[config.mk]
export PLATFORM = sky130hd
export DESIGN_NAME = ycr_dst_idle_mon
export DESIGN_NICKNAME = d
export VERILOG_FILES = /design/src/rtl/ycr_idle_mon_pkg.sv /design/src/rtl/ycr_idle_outst_cnt.sv /design/src/rtl/ycr_dst_idle_mon.sv
export SDC_FILE = /design/constraint.sdc
export NUM_CORES = 1
export LEC_CHECK = 0
export ABC_AREA = 0
export CORE_UTILIZATION = 30
export CTS_CLUSTER_DIAMETER = 120
export DETAILED_ROUTE_END_ITERATION = 10
export SLEW_MARGIN = 20
export SYNTH_ARGS = -nofsm -noshare
export SYNTH_HDL_FRONTEND = slang
export SYNTH_SLANG_ARGS = --single-unit
[constraint.sdc]
create_clock -name clk_in -period 2.4 [get_ports clk_in]
set_input_delay 0.24 -clock clk_in [delete_from_list [all_inputs] [get_ports clk_in]]
set_output_delay 0.24 -clock clk_in [all_outputs]
set_load 0.01 [all_outputs]
[src/rtl/ycr_idle_mon_pkg.sv]
// rtl/ycr_idle_mon_pkg.sv - shared types and defaults for the destination idle monitor
package ycr_idle_mon_pkg;

    typedef enum logic [1:0] {
        ST_BUSY   = 2'b00,
        ST_SETTLE = 2'b01,
        ST_IDLE   = 2'b10
    } idle_st_e;

    localparam int IDLE_MON_CNT_W = 4;
    localparam int IDLE_MON_DLY_W = 4;

    // Quiet means nothing in flight, nothing being presented, no external busy source.
    function automatic logic mon_quiet(
        input logic cnt_zero,
        input logic req_vld,
        input logic rsp_vld,
        input logic busy_ext
    );
        return cnt_zero & ~req_vld & ~rsp_vld & ~busy_ext;
    endfunction

endpackage

[src/rtl/ycr_idle_outst_cnt.sv]
// rtl/ycr_idle_outst_cnt.sv - saturating outstanding-transaction counter with sticky ovf/unf flags
module ycr_idle_outst_cnt #(
    parameter int CNT_W = 4
) (
    input  logic             clk_in,
    input  logic             reset,
    input  logic             inc,
    input  logic             dec,
    input  logic             err_clr,
    output logic [CNT_W-1:0] count,
    output logic             err_ovf,
    output logic             err_unf
);

    localparam logic [CNT_W-1:0] CNT_MAX  = '1;
    localparam logic [CNT_W-1:0] CNT_ZERO = '0;

    logic inc_only;
    logic dec_only;
    logic ovf_evt;
    logic unf_evt;

    // Simultaneous inc and dec cancel, so they can never fault at either rail.
    assign inc_only = inc & ~dec;
    assign dec_only = dec & ~inc;
    assign ovf_evt  = inc_only & (count == CNT_MAX);
    assign unf_evt  = dec_only & (count == CNT_ZERO);

    always_ff @(posedge clk_in or posedge reset) begin
        if (reset) begin
            count <= '0;
        end else if (inc_only && !ovf_evt) begin
            count <= count + CNT_W'(1);
        end else if (dec_only && !unf_evt) begin
            count <= count - CNT_W'(1);
        end
    end

    // A fresh error in the clearing cycle wins over the clear.
    always_ff @(posedge clk_in or posedge reset) begin
        if (reset) begin
            err_ovf <= 1'b0;
            err_unf <= 1'b0;
        end else begin
            err_ovf <= ovf_evt | (err_ovf & ~err_clr);
            err_unf <= unf_evt | (err_unf & ~err_clr);
        end
    end

endmodule

[src/rtl/ycr_dst_idle_mon.sv]
// rtl/ycr_dst_idle_mon.sv - destination idle monitor with settle filter; optional stats via YCR_IDLE_MON_STATS_EN
module ycr_dst_idle_mon
    import ycr_idle_mon_pkg::*;
#(
    parameter int CNT_W = IDLE_MON_CNT_W,
    parameter int DLY_W = IDLE_MON_DLY_W
) (
    input  logic             clk_in,
    input  logic             reset,
    input  logic [DLY_W-1:0] cfg_idle_dly,
    input  logic             req_vld,
    input  logic             req_ack,
    input  logic             rsp_vld,
    input  logic             rsp_ack,
    input  logic             dst_busy_ext,
    input  logic             err_clr,
`ifdef YCR_IDLE_MON_STATS_EN
    input  logic             stat_clr,
    output logic [31:0]      idle_cycles,
`endif
    output logic             dst_idle,
    output logic [CNT_W-1:0] outstanding,
    output logic             err_ovf,
    output logic             err_unf
);

    idle_st_e         state_q;
    idle_st_e         state_nxt;
    logic [DLY_W-1:0] timer_q;
    logic [DLY_W-1:0] timer_nxt;
    logic             dst_idle_nxt;
    logic             quiet;

    ycr_idle_outst_cnt #(
        .CNT_W (CNT_W)
    ) u_outst_cnt (
        .clk_in  (clk_in),
        .reset   (reset),
        .inc     (req_vld & req_ack),
        .dec     (rsp_vld & rsp_ack),
        .err_clr (err_clr),
        .count   (outstanding),
        .err_ovf (err_ovf),
        .err_unf (err_unf)
    );

    assign quiet = mon_quiet((outstanding == '0), req_vld, rsp_vld, dst_busy_ext);

    always_ff @(posedge clk_in or posedge reset) begin
        if (reset) begin
            state_q  <= ST_BUSY;
            timer_q  <= '0;
            dst_idle <= 1'b0;
        end else begin
            state_q  <= state_nxt;
            timer_q  <= timer_nxt;
            dst_idle <= dst_idle_nxt;
        end
    end

    // The delay is captured only on SETTLE entry; later cfg changes wait for the next entry.
    always_comb begin
        state_nxt = state_q;
        timer_nxt = timer_q;
        case (state_q)
            ST_BUSY: begin
                if (quiet) begin
                    state_nxt = ST_SETTLE;
                    timer_nxt = cfg_idle_dly;
                end
            end
            ST_SETTLE: begin
                if (!quiet) begin
                    state_nxt = ST_BUSY;
                end else if (timer_q == '0) begin
                    state_nxt = ST_IDLE;
                end else begin
                    timer_nxt = timer_q - DLY_W'(1);
                end
            end
            ST_IDLE: begin
                if (!quiet) begin
                    state_nxt = ST_BUSY;
                end
            end
            default: begin
                state_nxt = ST_BUSY;
            end
        endcase
    end

    // Registered from the next state so dst_idle tracks IDLE with no input-to-output path.
    always_comb begin
        dst_idle_nxt = 1'b0;
        if (state_nxt == ST_IDLE) begin
            dst_idle_nxt = 1'b1;
        end
    end

`ifdef YCR_IDLE_MON_STATS_EN
    always_ff @(posedge clk_in or posedge reset) begin
        if (reset) begin
            idle_cycles <= '0;
        end else if (stat_clr) begin
            idle_cycles <= '0;
        end else if ((state_q == ST_IDLE) && (idle_cycles != 32'hFFFF_FFFF)) begin
            idle_cycles <= idle_cycles + 32'd1;
        end
    end
`endif

endmodule

# Word-level counts from Yosys, hierarchy flattened
# Cells that the tools add are included.
word_totals:
  regBits: 13
  inputBits: 12
  out_inout_bits: 7
op_classes:
  addsub: 3
  n_eq_ne: 7
  mux: 12
  bitwise: 19
  n_reduce_logical: 10
op_table:
  columns: ["operator", "n"]
  rows:
  - ["4-bit 2-to-1 mux", 5]
  - ["1-bit bitwise AND", 11]
  - ["4-bit logical NOT", 2]
  - ["2-bit 2-to-1 mux", 4]
  - ["4-bit case mux with 2 select lines", 1]
  - ["4-bit by 1-bit subtractor with 4-bit output, second input constant", 2]
  - ["2-bit inequality test, second input constant", 3]
  - ["1-bit NOT", 6]
  - ["2-bit case mux with 3 select lines", 1]
  - ["4-bit by 1-bit adder with 4-bit output, second input constant", 1]
  - ["2-bit equality test, second input constant", 2]
  - ["4-bit equality test, second input constant", 1]
  - ["4-bit AND reduction", 1]
  - ["2-bit nonzero test", 2]
  - ["2-bit by 1-bit equality test with 1-bit output, second input constant", 1]
  - ["1-bit logical AND", 2]
  - ["1-bit logical NOT", 2]
  - ["2-bit logical NOT", 1]
  - ["1-bit bitwise OR", 2]
  - ["1-bit 2-to-1 mux", 1]

# Logic depth before layout (Yosys ltp)
depth:
  ltp_word: 8
  depth_mapped: 7

# Modules after synthesis
# A second synthesis with hierarchy kept.
unflattened:
  hier_cells: 73
  area_unflattened_um2: 794.5
modules_own_cells:
  columns: ["module", "n_inst", "cells_each", "area_per_inst_um2", "seq_area_each_um2"]
  rows:
  - ["ycr_dst_idle_mon", 1, 44, 451.7, 175.2]
  - ["ycr_idle_outst_cnt", 1, 29, 342.8, 150.1]

# Worst setup path after synthesis
# Ideal clock, no wire load.
synth_timing:
  kind: "register to register"
  start: "register u_outst_cnt.count[0]"
  end: "register u_outst_cnt.count[3]"
  arrival_ns: 1.867
  required_time_ns: 2.321
  setup_slack_ns: 0.453
  stages_incl_launch_ff: 8
  period_less_slack_ns: 1.947
  path_cell_list: "dfrtp_1 nand4_1 nand4_1 ha_1 a21o_1 a21oi_1 mux2i_1 xor2_1"
synth_via:
  elab_chain_cells: 5
synth_rtl:
  columns: ["element", "line", "text"]
  rows:
  - ["start, declared", "ycr_idle_outst_cnt.sv:10", "output logic [CNT_W-1:0] count,"]
  - ["start signal, assigned", "ycr_idle_outst_cnt.sv:33", "count <= count + CNT_W'(1);"]
  - ["start signal, assigned", "ycr_idle_outst_cnt.sv:35", "count <= count - CNT_W'(1);"]
  - ["parallel branches: the longest is 5 deep, another holds 4-bit by 1-bit subtractor with 4-bit output", null, null]
# Several ways; the timed one is not identified. The select of a mux whose other input is x is not followed.
# A chain may end at the register's enable or synchronous reset.

# Worst setup path in the final report
# Same ends and word-level chain as after synthesis.

==> results.sh <==
export IMPL_status="complete, no violations"
export IMPL_synthArstFlopShare=1.00
export IMPL_grt_start_max_net_pins=14
export IMPL_die_w_um=51.1
export IMPL_via_count=582
export IMPL_rsz0062_at_grt="no"
export IMPL_fmax_mhz=489
export IMPL_postCtsSetupBuffers=0
export IMPL_syn_avg_cell_area_um2=9.89
export IMPL_cts_tree="yes"
export IMPL_wirelength_mm=1.35
export IMPL_clkTransAtPathRegs_ps=80
export IMPL_ant_nets=0
export IMPL_antenna_found_initial=0
export IMPL_place_area_um2=933
export IMPL_clkSinkCount=13
export IMPL_fin_skew_ps=5.59
export IMPL_grt_pass1_vias=555
export IMPL_worstPathArrival_ps=2240
export IMPL_coreArea_mm2=0.00223
export IMPL_critical_path_required_ps=2590
export IMPL_dr_pass1_iters=7
export IMPL_layout_drive_gt1_share=0.0532
export IMPL_final_core_util=0.430
export IMPL_syn_to_final_growth_pct=32.9
export IMPL_wire_per_inst_um=11.1
export IMPL_cp_max_fo=6
export IMPL_hold_class="input pin to async pin"
export IMPL_ys_seq_elements=13
export IMPL_io_pins=19
export IMPL_p_leak_nw=0.417
export IMPL_cts_max_path_buffers=2
export IMPL_path_class="register to register"
export IMPL_ir_drop_uv=407
export IMPL_start_util=0.323
export IMPL_avgViaCountPerCell=4.77
export IMPL_max_slew_worst_pin_slew_ps=510
export IMPL_dieHeight_um=51.1
export IMPL_synth_warnings=0
export IMPL_rows=17
export IMPL_hpwl_mm=1.02
export IMPL_min_period_over_period=0.851
export IMPL_synth_edf_count=0
export IMPL_hold_violations=0
export IMPL_min_period_ps=2040
export IMPL_diodes=0
export IMPL_grt_pass1_wl_mm=2.43
export IMPL_grtUsageTotal=0.128
export IMPL_ys_seq_area_frac=0.451
export IMPL_hold_buffers=0
export IMPL_syn_num_nets=89
export IMPL_io_buffers=18
export IMPL_gp_congestion=0.830
export IMPL_grt_overflow_total=0
export IMPL_pwr_density_cell_mw_per_mm2=868
export IMPL_synth_ff_type="dfrtp_1"
export IMPL_htreeDepth=1
export IMPL_cts_resized=0
export IMPL_dieArea_mm2=0.00261
export IMPL_synth_cells=73
export IMPL_layout_nets=111
export IMPL_insertion_delay_ps=270
export IMPL_max_cap_violations=0
export IMPL_drtIter0Drc=5
export IMPL_cts_made_buffers=3
export IMPL_root_buffer="clkbuf_4"
export IMPL_synth_area_um2=722
export IMPL_tns_ps=0
export IMPL_drc=0
export IMPL_relSlewSlack=0.660
export IMPL_start_kind="register"
export IMPL_endpoint_kind="register"
export IMPL_synth_cell_type_count=28
export IMPL_final_cell_area_um2=960
export IMPL_finalMaxSlewViolations=0
export IMPL_setup_violations=0
==> cell usage after synthesis (2+ instances only) <==
master	count	area share
nand4_1	4	0.035
ha_1	3	0.052
nand2b_1	2	0.017
nand3_1	2	0.014
o21ai_0	4	0.028
xor2_1	3	0.036
nor2_1	5	0.026
inv_1	8	0.042
a21oi_1	4	0.028
mux2_1	2	0.031
o22ai_1	2	0.017
nand2_1	5	0.026
dfrtp_1	13	0.45
nor3_1	2	0.014
==> path summary, 6_finish.rpt <==
check	start	to	slack, ps	cells past startpoint
setup reg to reg	u_outst_cnt.count[0]	u_outst_cnt.count[3]	360	7
max in group asynchronous	reset	u_outst_cnt.err_ovf	1760	2
hold reg to reg	u_outst_cnt.err_unf	u_outst_cnt.err_unf	530	2
setup / recovery	u_outst_cnt.count[0]	u_outst_cnt.count[3]	360	7
min in group clk_in	u_outst_cnt.err_unf	u_outst_cnt.err_unf	530	2
hold / removal	reset	timer_q[1]	290	2
==> layout by cell type, fill, tap and decap left out, drive strengths merged, types with 2 or more instances in the layout <==
master         netlist  final
mux2                 2      2
nand2                6      6
nand2b               2      2
dfrtp               13     13
a21oi                4      4
o21ai                5      5
o22ai                2      2
nor2                 5      5
inv                  8      8
clkdlybuf4s50        0     18
nor3                 2      2
clkbuf               1      4
xor2                 3      3
ha                   3      3
nand3                2      2
nand4                4      4
==> flip-flops by register name, indices dropped and copies added, names as in the netlist <==
signal               flops
dst_idle                 1
state_q                  2
timer_q                  4
u_outst_cnt.count        4
u_outst_cnt.err_ovf      1
u_outst_cnt.err_unf      1
==> final cells by class <==
| class | count | area (um^2) |
|---|---|---|
| timing repair buffer | 18 | 180 |
| tap | 28 | 35.0 |
| clock buffer | 4 | 26.3 |
| fill | 228 | 1270 |
| sequential | 13 | 325 |
| inverter | 8 | 30.0 |
| multi-input combinational | 51 | 363 |
==> logic make-up (layout without fill, tap and decap cells) <==
logic type / count (synthesis) / in the layout / share of synthesized area
XOR/XNOR: 3 / 3 / 0.0364
flip-flops: 13 / 13 / 0.451
buffers and inverters: 9 / 30 / 0.0468
multiplexers: 3 / 3 / 0.0451
AND/OR/NAND/NOR: 25 / 25 / 0.206
adder cells (fa/ha/maj): 4 / 4 / 0.0797
AO/OA/AOI/OAI: 16 / 16 / 0.135
==> power by group <==
| part | internal, mW | switching, mW |
|---|---|---|
| logic | 0.184 | 0.137 |
| clock network | 0.0642 | 0.0684 |
| registers | 0.284 | 0.0965 |
| total | 0.532 | 0.301 |
==> layer usage <==
metal  up-vias  track usage  part of all wire
met5         -            0                 0
met2        11        0.189              0.47
li1        301            -                 -
met1       270        0.170              0.49
met3         0       0.0298             0.040
met4         0       0.0694                 0
==> metrics by stage <==
stage               total power [mW]  setup slack, ps  instances  hold slack, ps
floorplan                      0.566              453         73             117
global placement               0.709              239        118             521
detailed placement             0.707              197        118             521
CTS                            0.847              338        122             317
global route                   0.905              195        122             339
finish                         0.833              357        122             293
==> worst max-delay path, cell delays in order (launching register included) <==
cell and delay (ps):
dfrtp_1 480, nand4_1 160, nand4_1 250, ha_1 350, a21o_1 170, a21oi_1 160
mux2i_1 230, xor2_1 160
Note: power is estimated with default switching activity, not from simulation.
